## config.mk

```make
export PLATFORM = sky130hd
export DESIGN_NAME = sub_serial
export DESIGN_NICKNAME = d
export VERILOG_FILES = /design/src/rtl/sub_serial.sv
export SDC_FILE = /design/constraint.sdc
export NUM_CORES = 1
export LEC_CHECK = 0
export ABC_AREA = 1
export ABC_CLOCK_PERIOD_IN_PS = 1200
export BUFFER_PORTS_ARGS = -buffer_cell sky130_fd_sc_hd__buf_2
export CAP_MARGIN = 30
export CORE_UTILIZATION = 53
export CTS_BUF_LIST = sky130_fd_sc_hd__clkbuf_8 sky130_fd_sc_hd__clkbuf_16
export CTS_CLUSTER_DIAMETER = 40
export DETAILED_ROUTE_END_ITERATION = 7
export PLACE_DENSITY = 0.78
export SYNTH_ARGS = -nofsm -noshare
export SYNTH_HDL_FRONTEND = slang
export SYNTH_SLANG_ARGS = --single-unit
export TNS_END_PERCENT = 5
```

## constraint.sdc

```tcl
create_clock -name Clk -period 1.2 [get_ports Clk]
set_input_delay 0.24 -clock Clk [delete_from_list [all_inputs] [get_ports Clk]]
set_output_delay 0.24 -clock Clk [all_outputs]
set_load 0.02 [all_outputs]
```

## src/rtl/sub_serial.sv

```systemverilog
// Bit-serial subtractor: computes A - B one bit per clock, LSB first, through a
// full-subtractor cell with a registered borrow, behind a Start/Busy/Done handshake.
module sub_serial #(
    parameter int WIDTH = 8
) (
    input  logic             Clk,
    input  logic             Reset,
    input  logic             Start,
    input  logic [WIDTH-1:0] A,
    input  logic [WIDTH-1:0] B,
    output logic             Busy,
    output logic             Done,
    output logic [WIDTH-1:0] Out,
    output logic             Borrow_Out,
    output logic             Overflow,
    output logic [1:0]       o_dbg_state
);
    localparam int CW = $clog2(WIDTH) + 1;

    typedef enum logic [1:0] {
        S_IDLE = 2'd0,
        S_RUN  = 2'd1,
        S_DONE = 2'd2
    } state_t;

    state_t           r_state;
    state_t           w_next;
    logic [WIDTH-1:0] r_a;
    logic [WIDTH-1:0] r_b;
    logic [WIDTH-1:0] r_out;
    logic             r_borrow;
    logic [CW-1:0]    r_count;
    logic             r_a_msb;
    logic             r_b_msb;
    logic             w_accept;
    logic             w_last;
    logic             w_d;
    logic             w_borrow;

    // Handshake: Start is accepted only in IDLE or DONE; once accepted, Busy stays
    // high for WIDTH cycles, then Done pulses for one cycle with the result valid.
    // Start seen while Busy is ignored.
    assign w_last   = (r_count == CW'(WIDTH - 1));
    assign w_d      = r_a[0] ^ r_b[0] ^ r_borrow;
    assign w_borrow = (~r_a[0] & r_b[0]) | (~r_a[0] & r_borrow) | (r_b[0] & r_borrow);

    always_ff @(posedge Clk) begin
        if (Reset) begin
            r_state <= S_IDLE;
        end else begin
            r_state <= w_next;
        end
    end

    always_comb begin
        w_next   = r_state;
        w_accept = 1'b0;
        case (r_state)
            S_IDLE: begin
                if (Start) begin
                    w_accept = 1'b1;
                    w_next   = S_RUN;
                end
            end
            S_RUN: begin
                if (w_last) begin
                    w_next = S_DONE;
                end
            end
            S_DONE: begin
                if (Start) begin
                    w_accept = 1'b1;
                    w_next   = S_RUN;
                end else begin
                    w_next = S_IDLE;
                end
            end
            default: w_next = S_IDLE;
        endcase
    end

    always_ff @(posedge Clk) begin
        if (Reset) begin
            r_a      <= '0;
            r_b      <= '0;
            r_out    <= '0;
            r_borrow <= 1'b0;
            r_count  <= '0;
            r_a_msb  <= 1'b0;
            r_b_msb  <= 1'b0;
        end else if (w_accept) begin
            r_a      <= A;
            r_b      <= B;
            r_out    <= '0;
            r_borrow <= 1'b0;
            r_count  <= '0;
            r_a_msb  <= A[WIDTH-1];
            r_b_msb  <= B[WIDTH-1];
        end else if (r_state == S_RUN) begin
            // Difference bits enter at the top so the LSB lands in bit 0 after WIDTH shifts.
            r_out    <= {w_d, r_out[WIDTH-1:1]};
            r_a      <= {1'b0, r_a[WIDTH-1:1]};
            r_b      <= {1'b0, r_b[WIDTH-1:1]};
            r_borrow <= w_borrow;
            r_count  <= r_count + CW'(1);
        end
    end

    assign Busy        = (r_state == S_RUN);
    assign Done        = (r_state == S_DONE);
    assign Out         = r_out;
    assign Borrow_Out  = r_borrow;
    assign Overflow    = (r_a_msb ^ r_b_msb) & (r_a_msb ^ r_out[WIDTH-1]);
    assign o_dbg_state = r_state;
endmodule

```

==> results of run 1 <==
==> timing repair <==
action / CTS / global route
hold buffers: 0 / 0
pin swaps: 1 / 1
resized for setup: 17 / 19
setup buffers: 3 / 0
setup endpoints to repair: 4 / 23
hold endpoints to repair: 0 / 0
==> cells by family after synthesis <==
group | synth area share
compound gates | 0.140
buf+inv | 0.127
fa+ha+maj | 0.0204
simple gates | 0.293
xor+xnor | 0.00550
flops | 0.414
==> cells in the final DEF (no fill, tap or decap) <==
master,instances
a21oi_1,5
a21oi_2,13
buf_12,1
buf_2,28
buf_4,7
buf_6,7
clkbuf_8,5
dfxtp_1,28
dfxtp_2,4
dfxtp_4,1
fa_1,1
ha_1,1
inv_1,26
inv_2,4
inv_4,2
inv_6,1
inv_8,1
nand2_1,51
nand2_4,1
nand2_8,3
nand3_1,9
nand3_2,5
nand3b_1,1
nor2_1,19
nor2_2,1
nor2_4,2
nor3_1,4
o211ai_1,2
o21ai_0,1
o21ai_1,6
o21ai_2,3
o22ai_1,3
xor2_1,1
==> cell usage after synthesis (all sizes together) <==
| master | count |
|---|---|
| a21oi | 18 |
| buf | 8 |
| dfxtp | 33 |
| fa | 1 |
| ha | 1 |
| inv | 31 |
| nand2 | 55 |
| nand3 | 14 |
| nand3b | 1 |
| nor2 | 22 |
| nor3 | 4 |
| o211ai | 2 |
| o21ai | 10 |
| o22ai | 3 |
| xor2 | 1 |
==> cell type report <==
cell class	instances	area, µm²	area share
clock buffers	5	68.8	0.0349
inverters	31	134	0.0678
well taps	31	38.8	0.0196
clock inverters	3	11.3	0.00570
flip-flops and latches	33	669	0.339
multi-input cells	132	761	0.385
repair buffers	43	292	0.148
==> through the flow <==
stage	instances	utilization	power (mW)	hold slack, ns	setup WS [ns]
floorplan	204	-	1.52	0.394	0.0645
CTS	278	0.686	2.41	0.216	-0.0720
global route	278	0.704	2.54	0.224	-0.123
detailed placement	267	0.636	1.62	0.462	0.0738
finish	278	0.704	2.41	0.226	-0.0580
global placement	267	0.636	1.61	0.462	0.0888
==> where the power goes <==
part	leakage [nW]	switching (mW)	internal [mW]	total [mW]
Clock	0.0519	0.375	0.386	0.761
Combinational	0.584	0.260	0.184	0.444
Sequential	0.272	0.0431	1.16	1.20
Total	0.908	0.678	1.73	2.41
==> flip-flops by register name (all words and copies together) (netlist names) <==
signal / cells
r_b: 8
Out: 8
r_a: 8
r_count: 4
r_b_msb: 1
Borrow_Out: 1
r_a_msb: 1
o_dbg_state: 2
==> layer usage <==
metal	GRT usage	vias to the layer above	share of wire
li1	-	720	-
met1	0.273	574	0.49
met2	0.367	30	0.45
met3	0.0760	2	0.053
met4	0.0627	0	0.0054
met5	0	-	0
==> path summary, 6_finish.rpt <==
kind	endpoint	slack [ns]	depth (start not counted)
setup / recovery	Busy	-0.06	4
hold / removal	r_a[5]$_SDFFE_PP0P_	0.23	3
setup reg to reg	r_a[2]$_SDFFE_PP0P_	0.07	8
hold reg to reg	Out[0]$_SDFFE_PP0N_	0.48	2
==> worst register-to-register path, cell delays in order, from the launching register on <==
cell and delay, ns:
dfxtp_4 0.39, buf_6 0.13, inv_4 0.05, nand2_8 0.15, nand2_4 0.10, inv_6 0.08
nand2_1 0.05, nand2_1 0.06, nor2_1 0.03
==> qor.yml, run 1 <==
clock_tree:
  clk_root_buffer_cell: "clkbuf_8"
  clock-sinks: 33
  cts_buffer_depth: 2
  htree_levels: 2
  insertion_delay_ns: 0.28
  cts_tree: "built"
  clk_pin_slew_ns: 0.06
  numCtsBuffers: 5
yosys:
  synth_nets: 225
  ys_ff_latch: 33
  synth_area_um2: 1590
  syn_inst: 204
  syn-mean-instance-area_um2: 7.81
  synth_top_area_frac: 0.414
  ys_warn_count: 0
  synth_cell_types: 26
  synth_top_area_cell: "dfxtp_1"
  yosys-top-cells-area: "dfxtp_1 (41%), nand2_1 (12%), a21oi_2 (7.1%)"
  synth.yosys.seq_area_share: 0.414
timing:
  fin_skew_ns: 0.00297
  final-max-slew-violation-count: 0
  tightest_slew_ns: 0.273
  setup_violations: 3
  fin_ws_ns: -0.0580
  finalCritPeriodShare: 1.05
  fin_tns_setup_ns: -0.146
  finalHoldViolCount: 0
  grt_setup_unrepaired: "yes"
  min_period_ns: 1.26
  max_freq_ghz: 0.795
  slew_headroom: 0.818
global_routing:
  grt_pass1_wl_um: 5480
  antenna_found_initial: 0
  grt_pass1_vias: 1288
  grt_usage: 0.222
  grt_max_degree: 20
  grt_overflow_total: 0
routing:
  route.vias.total: 1326
  drt_iter0_drc: 58
  antenna_left: 0
  wire_per_inst_um: 11.2
  post-route-drc-count: 2
  wl_um: 3120
  drt-pass1-iter-count: 6
  vias_per_cell: 4.77
die:
  pin_count: 33
  initial_core_util: 0.568
  die-area_um2: 3230
  rows: 19
  die_y_um: 56.8
  die_w_um: 56.8
  core_um2: 2810
critical_path:
  crit_path_max_fanout: 13
  critical_path_buf_inv_count: 3
  critical_path_arrival_ns: 1.02
  cpMaxStageDelayCell: "dfxtp_2"
  critPathRequiredTime_ns: 0.96
  crit_family: "flip-flops"
  crit_start: "o_dbg_state[1]$_SDFFE_PP0P_"
  cp_cell_sequence: "inv_4, nand2_8, inv_8, buf_6"
  slowest_delay_ns: 0.34
  critPathKind: "reg2out"
  crit_path_end_kind: "output pin"
  r2r-start: "o_dbg_state[0]$_SDFFE_PP0P_"
  cp-start-kind: "flop"
pwr:
  power_leakage_nw: 0.908
  vdd_drop_max_uv: 1060
  power_density_nw_per_um2: 1220
placement:
  dpl_cell_area_um2: 1790
  place_congestion: 0.794
  port_buffers: 32
  post-dp-hpwl_um: 2140
cells_and_area:
  fillers: 250
  fin_area_um2: 1970
  post_route_cells_drive_above_1_share: 0.360
  area_growth_pct: 23.9
  nets: 267
  n_antenna_cell: 0
run_status:
  status: "finished with violations"
  violations: "design-rule violations, negative setup slack"
hold_path:
  min_path_type: "in2reg"
  hold_path.startpoint: "A[5]"
job:
  drv_cap: 0
No activity file was read; power rests on OpenSTA's default activity.
==> run 2: changes to the inputs <==
--- a/config.mk
+++ b/config.mk
@@ -7,13 +7,15 @@
 export LEC_CHECK = 0
 export ABC_AREA = 1
 export ABC_CLOCK_PERIOD_IN_PS = 1200
-export BUFFER_PORTS_ARGS = -buffer_cell sky130_fd_sc_hd__buf_2
 export CAP_MARGIN = 30
-export CORE_UTILIZATION = 53
+export CORE_UTILIZATION = 55
 export CTS_BUF_LIST = sky130_fd_sc_hd__clkbuf_8 sky130_fd_sc_hd__clkbuf_16
 export CTS_CLUSTER_DIAMETER = 40
+export CTS_CLUSTER_SIZE = 10
 export DETAILED_ROUTE_END_ITERATION = 7
-export PLACE_DENSITY = 0.78
+export DONT_BUFFER_PORTS = 1
+export PLACE_DENSITY = 0.7
+export SKIP_LAST_GASP = 1
 export SYNTH_ARGS = -nofsm -noshare
 export SYNTH_HDL_FRONTEND = slang
 export SYNTH_SLANG_ARGS = --single-unit
==> qor.yml, run 2 (synthesis results as in run 1) <==
run_status:
  status: "finished with violations"
  violations: "negative setup slack"
critical_path:
  critPathKind: "reg2out"
  crit_family: "flip-flops"
  crit_start: "o_dbg_state[1]$_SDFFE_PP0P_"
  critical_path_arrival_ns: 0.98
  r2r-start: "o_dbg_state[0]$_SDFFE_PP0P_"
  crit_path_max_fanout: 8
  slowest_delay_ns: 0.35
  critPathRequiredTime_ns: 0.96
  critical_path_buf_inv_count: 2
  cp_cell_sequence: "inv_4, nand2_8, inv_12"
  cpMaxStageDelayCell: "dfxtp_2"
  crit_path_end_kind: "output pin"
  cp-start-kind: "flop"
pwr:
  power.total_mw: 2.45
  power_density_nw_per_um2: 1320
  power_leakage_nw: 0.789
  vdd_drop_max_uv: 904
routing:
  wire_per_inst_um: 13.4
  drt-pass1-iter-count: 4
  wl_um: 3410
  antenna_left: 0
  route.vias.total: 1380
  drt_iter0_drc: 62
  vias_per_cell: 5.41
  post-route-drc-count: 0
die:
  core_um2: 2760
  pin_count: 33
  die_y_um: 55.8
  die-area_um2: 3120
  die_w_um: 55.8
  initial_core_util: 0.578
  rows: 19
job:
  drv_cap: 0
clock_tree:
  insertion_delay_ns: 0.29
  cts_tree: "built"
  clk_root_buffer_cell: "clkbuf_8"
  clock-sinks: 33
  cts_buffer_depth: 2
  clk_pin_slew_ns: 0.07
  numCtsBuffers: 5
  htree_levels: 2
timing:
  fin_tns_setup_ns: -0.0388
  fin_ws_ns: -0.0185
  slew_headroom: 0.802
  min_period_ns: 1.22
  finalHoldViolCount: 0
  grt_setup_unrepaired: "yes"
  setup_violations: 3
  final-max-slew-violation-count: 0
  holdWs_ns: 0.00581
  tightest_slew_ns: 0.297
  fin_skew_ns: 0.00724
  finalCritPeriodShare: 1.02
  max_freq_ghz: 0.821
hold_path:
  min_path_type: "in2reg"
  hold_path.startpoint: "Reset"
cells_and_area:
  fillers: 223
  nets: 244
  post_route_cells_drive_above_1_share: 0.281
  mostFrequentLayoutCell: "nand2_1"
  n_antenna_cell: 0
  fin_cells: 255
  area_growth_pct: 16.2
  fin_area_um2: 1850
  final_cell_mix: "nand2_1 (51), dfxtp_1 (29), inv_1 (23)"
placement:
  port_buffers: 0
  dp_cells: 235
  dpl_cell_area_um2: 1610
  place_congestion: 0.732
  post-dp-hpwl_um: 2150
global_routing:
  grt_overflow_total: 0
  grt_pass1_wl_um: 5450
  grt_usage: 0.225
  grt_max_degree: 20
  antenna_found_initial: 0
  grt_pass1_vias: 1293
[run 2: area by class of cell]
cell class	instances	area [µm²]	share of cell area
repair inverters	2	17.5	0.00945
clock buffers	5	68.8	0.0371
clock inverters	3	17.5	0.00945
repair buffers	17	150	0.0810
inverters	31	134	0.0722
well taps	31	38.8	0.0209
multi-input cells	133	758	0.409
flip-flops and latches	33	668	0.361
[run 2: worst register-to-register path, delay by kind of cell (launching register included)]
family | cells | cell delay [ns]
AND/OR/NAND/NOR | 3 | 0.32
buffers and inverters | 3 | 0.37
flip-flops | 1 | 0.37
[run 2: final timing paths]
path	cells past startpoint	to	slack [ns]
max	3	Busy	-0.02
min	1	o_dbg_state[1]$_SDFFE_PP0P_	0.006
max reg2reg	6	r_a[3]$_SDFFE_PP0P_	0.04
min reg2reg	2	r_a[7]$_SDFFE_PP0P_	0.47
[run 2: timing repair]
item,CTS,global route
cloned,1,2
resized for setup,11,5
endpoints found under the setup margin,5,16
buffers inserted,3,5
pin swaps,1,2
hold buffers,1,0
endpoints found under the hold margin,5,0
[run 2: stage by stage]
step,worst slack (ns),util
3_3_place_gp,0.0518,0.585
3_5_place_dp,-0.00310,0.585
2_1_floorplan,0.0645,-
4_1_cts,-0.0443,0.643
6_report,-0.0185,0.672
5_1_grt,-0.0476,0.672
[run 2: routing by layer]
| layer | vias up | part of all wire | GRT usage |
|---|---|---|---|
| met3 | 10 | 0.062 | 0.0698 |
| met5 | - | 0 | 0 |
| met1 | 647 | 0.45 | 0.270 |
| met2 | 44 | 0.46 | 0.360 |
| met4 | 0 | 0.023 | 0.125 |
| li1 | 679 | - | - |
[run 2: power by group]
group	internal, mW	total (mW)	switching, mW	leakage (nW)
Combinational	0.163	0.421	0.258	0.473
Clock	0.400	0.833	0.433	0.0439
Sequential	1.16	1.20	0.0412	0.272
